<file path="src/rtl/gesture_servo_ctrl.sv">
// gesture_servo_ctrl: maps a gesture code to per-channel servo pulse widths
// through a run-time programmable table and drives NUM_CH servo PWM outputs
// from one shared frame timebase.
// Build option: define GESTURE_SERVO_RAMP_EN to compile in the per-frame slew
// limiter (STEP_US per frame); otherwise widths jump to target at frame start.
module gesture_servo_ctrl #(
  parameter int unsigned NUM_CH    = 5,
  parameter int unsigned GESTURE_W = 8,
  parameter int unsigned NUM_GEST  = 16,
  parameter int unsigned CLK_HZ    = 50_000_000,
  parameter int unsigned FRAME_US  = 20000,
  parameter int unsigned W_MIN     = 1000,
  parameter int unsigned W_MAX     = 2000,
  parameter int unsigned W_RESET   = 1500,
  parameter int unsigned STEP_US   = 20,
  localparam int unsigned AW = (NUM_GEST > 1) ? $clog2(NUM_GEST) : 1,
  localparam int unsigned CW = (NUM_CH > 1) ? $clog2(NUM_CH) : 1
) (
  input  logic                   clk,
  input  logic                   reset,
  input  logic [GESTURE_W-1:0]   gesture,
  input  logic                   cfg_we,
  input  logic [AW-1:0]          cfg_addr,
  input  logic [CW-1:0]          cfg_ch,
  input  logic [15:0]            cfg_width,
  output logic [NUM_CH-1:0]      pwm_out,
  output logic [16*NUM_CH-1:0]   width_out,
  output logic                   frame_tick,
  output logic                   busy
);

  localparam int unsigned DIV  = CLK_HZ / 1_000_000;
  localparam int unsigned PW   = (DIV > 1) ? $clog2(DIV) : 1;
  localparam int unsigned UW   = (FRAME_US > 1) ? $clog2(FRAME_US) : 1;
  localparam int unsigned SPAN = W_MAX - W_MIN;
`ifdef GESTURE_SERVO_RAMP_EN
  localparam int unsigned STEP_EFF = STEP_US;
`else
  // A step covering the whole legal span makes every frame update a full jump.
  localparam int unsigned STEP_EFF = (SPAN > STEP_US) ? SPAN : STEP_US;
`endif
  localparam logic [15:0] STEP16 = 16'(STEP_EFF);
  localparam logic [15:0] WMIN16 = 16'(W_MIN);
  localparam logic [15:0] WMAX16 = 16'(W_MAX);
  localparam logic [15:0] WRST16 = 16'(W_RESET);

  logic [PW-1:0]     r_pre;
  logic [PW-1:0]     w_pre_nxt;
  logic [UW-1:0]     r_us;
  logic [UW-1:0]     w_us_nxt;
  logic              r_started;
  logic              w_started_nxt;
  logic              w_us_tick;
  logic              w_frame;

  logic [15:0]       r_tbl     [NUM_GEST][NUM_CH];
  logic [15:0]       r_tgt     [NUM_CH];
  logic [15:0]       w_tgt_nxt [NUM_CH];
  logic [15:0]       r_cur     [NUM_CH];
  logic [15:0]       w_cur_nxt [NUM_CH];

  logic [NUM_CH-1:0] w_pwm_nxt;
  logic              w_busy_nxt;
  logic              w_gest_ok;
  logic [AW-1:0]     w_gidx;
  logic              w_cfg_ok;
  logic [15:0]       w_cfg_clamped;

  // Decode gesture selection and clamp incoming table writes.
  always_comb begin
    w_gest_ok     = (gesture != '0) && (32'(gesture) <= NUM_GEST);
    w_gidx        = AW'(gesture - GESTURE_W'(1));
    w_cfg_ok      = (32'(cfg_addr) < NUM_GEST) && (32'(cfg_ch) < NUM_CH);
    w_cfg_clamped = cfg_width;
    if (cfg_width < WMIN16) begin
      w_cfg_clamped = WMIN16;
    end else if (cfg_width > WMAX16) begin
      w_cfg_clamped = WMAX16;
    end
  end

  // Prescaler, microsecond counter and frame-start detection.
  always_comb begin
    w_us_tick     = (r_pre == PW'(DIV - 1));
    w_pre_nxt     = w_us_tick ? '0 : r_pre + PW'(1);
    // The first tick after reset opens frame 0 without advancing us_cnt.
    w_frame       = w_us_tick && (!r_started || (r_us == UW'(FRAME_US - 1)));
    w_started_nxt = r_started | w_us_tick;
    w_us_nxt      = r_us;
    if (w_frame) begin
      w_us_nxt = '0;
    end else if (w_us_tick) begin
      w_us_nxt = r_us + UW'(1);
    end
  end

  // Target load, frame-aligned width update, PWM compare and busy.
  always_comb begin
    w_busy_nxt = 1'b0;
    w_pwm_nxt  = '0;
    for (int i = 0; i < NUM_CH; i++) begin
      w_tgt_nxt[i] = r_tgt[i];
      w_cur_nxt[i] = r_cur[i];
      if (w_gest_ok) begin
        w_tgt_nxt[i] = r_tbl[w_gidx][i];
      end
      // Step toward the target held before this edge; no wrap in either direction.
      if (w_frame) begin
        if (r_tgt[i] > r_cur[i]) begin
          w_cur_nxt[i] = ((r_tgt[i] - r_cur[i]) > STEP16) ? r_cur[i] + STEP16 : r_tgt[i];
        end else begin
          w_cur_nxt[i] = ((r_cur[i] - r_tgt[i]) > STEP16) ? r_cur[i] - STEP16 : r_tgt[i];
        end
      end
      w_pwm_nxt[i] = w_started_nxt && (32'(w_us_nxt) < 32'(w_cur_nxt[i]));
      if (r_cur[i] != r_tgt[i]) begin
        w_busy_nxt = 1'b1;
      end
    end
  end

  // Timebase registers.
  always_ff @(posedge clk or negedge reset) begin
    if (!reset) begin
      r_pre     <= '0;
      r_us      <= '0;
      r_started <= 1'b0;
    end else begin
      r_pre     <= w_pre_nxt;
      r_us      <= w_us_nxt;
      r_started <= w_started_nxt;
    end
  end

  // Gesture table storage; out-of-range writes are dropped.
  always_ff @(posedge clk or negedge reset) begin
    if (!reset) begin
      for (int g = 0; g < NUM_GEST; g++) begin
        for (int c = 0; c < NUM_CH; c++) begin
          r_tbl[g][c] <= WRST16;
        end
      end
    end else if (cfg_we && w_cfg_ok) begin
      r_tbl[cfg_addr][cfg_ch] <= w_cfg_clamped;
    end
  end

  // Per-channel target and applied width registers.
  always_ff @(posedge clk or negedge reset) begin
    if (!reset) begin
      for (int c = 0; c < NUM_CH; c++) begin
        r_tgt[c] <= WRST16;
        r_cur[c] <= WRST16;
      end
    end else begin
      for (int c = 0; c < NUM_CH; c++) begin
        r_tgt[c] <= w_tgt_nxt[c];
        r_cur[c] <= w_cur_nxt[c];
      end
    end
  end

  // Registered pin-level outputs.
  always_ff @(posedge clk or negedge reset) begin
    if (!reset) begin
      pwm_out    <= '0;
      frame_tick <= 1'b0;
      busy       <= 1'b0;
    end else begin
      pwm_out    <= w_pwm_nxt;
      frame_tick <= w_frame;
      busy       <= w_busy_nxt;
    end
  end

  // Applied widths exported straight from the width registers.
  for (genvar g = 0; g < NUM_CH; g++) begin : g_width
    assign width_out[16*g +: 16] = r_cur[g];
  end

endmodule

</file>
<file path="config.mk">
export PLATFORM = sky130hd
export DESIGN_NAME = gesture_servo_ctrl
export DESIGN_NICKNAME = d
export VERILOG_FILES = /design/src/rtl/gesture_servo_ctrl.sv
export SDC_FILE = /design/constraint.sdc
export NUM_CORES = 2
export LEC_CHECK = 0
export ABC_AREA = 1
export BUFFER_PORTS_ARGS = -buffer_cell sky130_fd_sc_hd__buf_2
export CAP_MARGIN = 40
export CORE_MARGIN = 2
export CORE_UTILIZATION = 54
export CTS_BUF_LIST = sky130_fd_sc_hd__clkbuf_16
export DETAILED_ROUTE_END_ITERATION = 12
export GPL_ROUTABILITY_DRIVEN = 0
export PLACE_DENSITY_LB_ADDON = 0.08
export RECOVER_POWER = 50
export SYNTH_ARGS = -nofsm -noshare
export SYNTH_HDL_FRONTEND = slang
export SYNTH_SLANG_ARGS = --single-unit
export TNS_END_PERCENT = 30
</file>
<file path="constraint.sdc">
create_clock -name clk -period 5.8 [get_ports clk]
set_input_delay 1.16 -clock clk [delete_from_list [all_inputs] [get_ports clk]]
set_output_delay 1.16 -clock clk [all_outputs]
set_load 0.05 [all_outputs]
</file>
==> flow_summary.yaml <==
grt:
  grt_pass1_wl_um: 379700
  grt_overflow_total: 0
  grtUsageTotal_pct: 32.63
  antenna_found_initial: 3
  grt_max_degree: 192
  first_global_vias: 64350
setup_path:
  crit_type: "input pin to async pin"
  reg2reg_depth: 25
  rrSetupSlack_ns: 1.05
  timing.rr.start: "width_out[70]"
  critPathCaptureType: "async pin"
  cp_data_arrival_time_ns: 5.47
  start_kind: "input pin"
  crit_slowest_cell: "clkbuf_2"
  crit_buf_inv: 2
  r2r_end: "pwm_out[4]"
  required_ns: 6.43
  cp_cell_sequence: "clkbuf_2 > clkbuf_1"
  critPathTopFamily: "buffers and inverters"
  crit_path_max_fanout: 142
  max_stage_delay_ns: 2.93
  cp.depth: 2
clock_network:
  cts_hold_buf: 0
  cts_buffer_depth: 3
  ctsResizeCount: 0
  htreeDepth: 4
  clock-sinks: 1469
  cts_made_buffers: 157
  clock_latency_ns: 0.81
  clk_pin_slew_ns: 0.06
  cts_setup_buffers: 0
  cts_tree: "done"
  cts_root_buffer: "clkbuf_16"
detailed_routing:
  antenna_left: 0
  num_vias: 68840
  first_pass_iters: 6
  drtIter0Drc: 7218
  routedWlPerCell_um: 20.45
  wirelength_um: 244100
  avgViaCountPerCell: 5.768
  drcViolationCount: 0
power_and_ir_drop:
  netSwitchingFraction_pct: 32.82
  intPower_w: 0.01897
  clkPwrFrac_pct: 34.6
  switching_power_w: 0.009268
  power_density_nw_per_um2: 327.0
  p_comb_share_pct: 21.4
  p_total_w: 0.02824
  p_leak_nw: 40.59
  seqPwrFrac_pct: 44.0
  vdd_ir_drop_max_uv: 269.3
die:
  num_rows: 140
  die_h_um: 386.2
  initial_core_util_pct: 54.25
  core_area_um2: 145400
  die_area_um2: 149100
  die_w_um: 386.2
  ios: 121
sta:
  fmax_ghz: 0.2067
  finalCritPeriodShare_pct: 83.40
  setup_viol: 0
  setup_ws_ns: 0.9627
  finClkSkew_ns: 0.03246
  worst_pin_slew_ns: 4.427
  tns_ns: 0
  slew_violations: 134
  finalCriticalPeriod_ns: 4.837
  hold-worst-slack_ns: 0.4821
  rsz0062_at_grt: "no"
  slew_headroom_pct: -195.1
  hold_viol_final: 0
outcome:
  violations: "max-capacitance violations, max-slew violations"
  run_status: "complete, but fails checks"
synth:
  syn_inst: 10020
  synthArstFlopShare_pct: 100.0
  synth_edf_count: 0
  ys_seq_area_share_pct: 47.61
  synth_top_cell_by_area: "dfrtp_1"
  synth_ff_type: "dfrtp_1"
  ys_types: 65
  synth_top_area_share_pct: 26.62
  synthTopCellsByArea: "dfrtp_1, dfstp_2, nand2_1"
  yosys_warnings: 0
  ys_seq_elements: 1469
  synth.cell_area_um2: 78870
  syn_area_per_cell_um2: 7.871
  syn-num-nets: 10300
hold_path:
  min_to: "r_tbl[1161]"
  hp-start: "r_tbl[1161]"
  hold_class: "flip-flop to flip-flop"
  whs_path_depth: 2
job:
  drv_cap: 2
place:
  pre_cts_ws_ns: 1.172
  dp_hpwl_um: 166400
  portBuffers: 120
finish:
  final_nets: 10160
  area_growth_pct: 9.483
  num-fill-cells: 13460
  drive_gt1_share_pct: 12.04
-- synth_stat cells, types with 9 or more instances --
| cell type | instances |
|---|---|
| a211oi_1 | 41 |
| nand2_1 | 2536 |
| xor2_1 | 82 |
| buf_1 | 25 |
| dfstp_2 | 630 |
| a32oi_1 | 113 |
| o211ai_1 | 219 |
| o32ai_1 | 21 |
| o21ai_0 | 1223 |
| a31oi_1 | 80 |
| nand2_2 | 14 |
| nor3_1 | 42 |
| nand3_2 | 10 |
| a22oi_1 | 9 |
| a21oi_1 | 472 |
| inv_1 | 1176 |
| clkbuf_1 | 506 |
| o21ai_1 | 19 |
| dfrtp_1 | 839 |
| nor2_1 | 945 |
| nand3_1 | 260 |
| buf_2 | 37 |
| mux2i_1 | 108 |
| nand3b_1 | 10 |
| inv_2 | 24 |
| nand4_1 | 78 |
| o221ai_1 | 112 |
| ha_1 | 239 |
| nor2_2 | 25 |
-- state kept, by name, summed over array words and instances, names as in the netlist --
name and count:
busy 1, frame_tick 1, pwm_out 5, r_pre 6, r_started 1, r_tbl 1280
r_tgt 80, r_us 15, width_out 80
-- worst min-delay path, stage by stage, from the launching register on --
cell     delay [ns]
dfrtp_1        0.34
nand2_1        0.05
o21ai_0        0.06
-- power by group through the flow --
stage	logic [W]	registers, W	clock network (W)
4_1_cts	0.00600	0.0124	0.00990
3_3_place_gp	0.00582	0.0125	0
5_1_grt	0.00687	0.0125	0.0104
6_report	0.00606	0.0124	0.00977
2_1_floorplan	0.00427	0.0121	0
3_5_place_dp	0.00597	0.0125	0
-- placed cells by master (no fill, tap or decap), types with 14 or more instances in the layout --
| cell | Yosys | layout |
|---|---|---|
| nand2_1 | 2536 | 2533 |
| inv_1 | 1176 | 1229 |
| o21ai_0 | 1223 | 1223 |
| nor2_1 | 945 | 939 |
| dfrtp_1 | 839 | 839 |
| dfstp_2 | 630 | 630 |
| a21oi_1 | 472 | 470 |
| nand3_1 | 260 | 260 |
| ha_1 | 239 | 238 |
| o211ai_1 | 219 | 219 |
| clkbuf_16 | 0 | 159 |
| buf_2 | 37 | 123 |
| a32oi_1 | 113 | 113 |
| o221ai_1 | 112 | 112 |
| mux2i_1 | 108 | 108 |
| xor2_1 | 82 | 82 |
| a31oi_1 | 80 | 80 |
| nand4_1 | 78 | 78 |
| buf_4 | 5 | 72 |
| nor3_1 | 42 | 42 |
| a211oi_1 | 41 | 41 |
| clkinv_1 | 6 | 36 |
| clkbuf_1 | 506 | 34 |
| buf_12 | 0 | 29 |
| nor2_2 | 25 | 26 |
| inv_2 | 24 | 25 |
| clkinv_2 | 0 | 24 |
| o32ai_1 | 21 | 21 |
| o21ai_1 | 19 | 18 |
| nand2_2 | 14 | 14 |
-- layer usage --
layer  GRT usage (%)  part of all wire [%]  vias to the layer above
met1           46.70                    45                    33520
met3           5.348                   7.5                      416
met5               0                     0                        -
met4           10.61                   3.2                        0
li1                -                     -                    32430
met2           50.63                    45                     2474
-- layout make-up --
class,count,area (um^2),share of cell area (%)
sequential,1469,37550,43.48
multi-input combinational,6768,34640,40.12
inverter,1208,4547,5.265
clock buffer,159,3979,4.608
tap,1917,2399,2.778
timing repair buffer,276,2177,2.521
clock inverter,135,1051,1.217
antenna,3,7.507,0.008694
-- how the worst max path moves through the flow --
stage / start / end / slack [ns]
CTS: width_out[70] / pwm_out[4] / 1.13
global route: reset / r_tbl[96] / 0.34
floorplan: width_out[7] / pwm_out[0] / 1.93
detailed placement: width_out[70] / pwm_out[4] / 1.17
finish: reset / r_tbl[96] / 0.96
global placement: r_tgt[45] / pwm_out[2] / 1.22
-- logic make-up (layout without fill, tap and decap cells) --
group,count (synthesis),count (layout),synth area share [%]
simple gates,3965,3965,20.15
compound gates,2363,2363,17.38
buf+inv,1784,1778,8.608
flops,1469,1469,47.61
fa+ha+maj,244,244,3.918
mux,108,108,1.371
xor+xnor,88,88,0.9772
other cells,0,3,0
-- stage by stage --
step | area (um^2) | utilization, % | instances
global placement | 81090 | 55.77 | 11610
global route | 86350 | 59.39 | 11930
finish | 86350 | 59.39 | 11940
floorplan | 78870 | - | 10020
CTS | 86490 | 59.49 | 11930
detailed placement | 81460 | 56.03 | 11640
(Power assumes the default switching activity.)
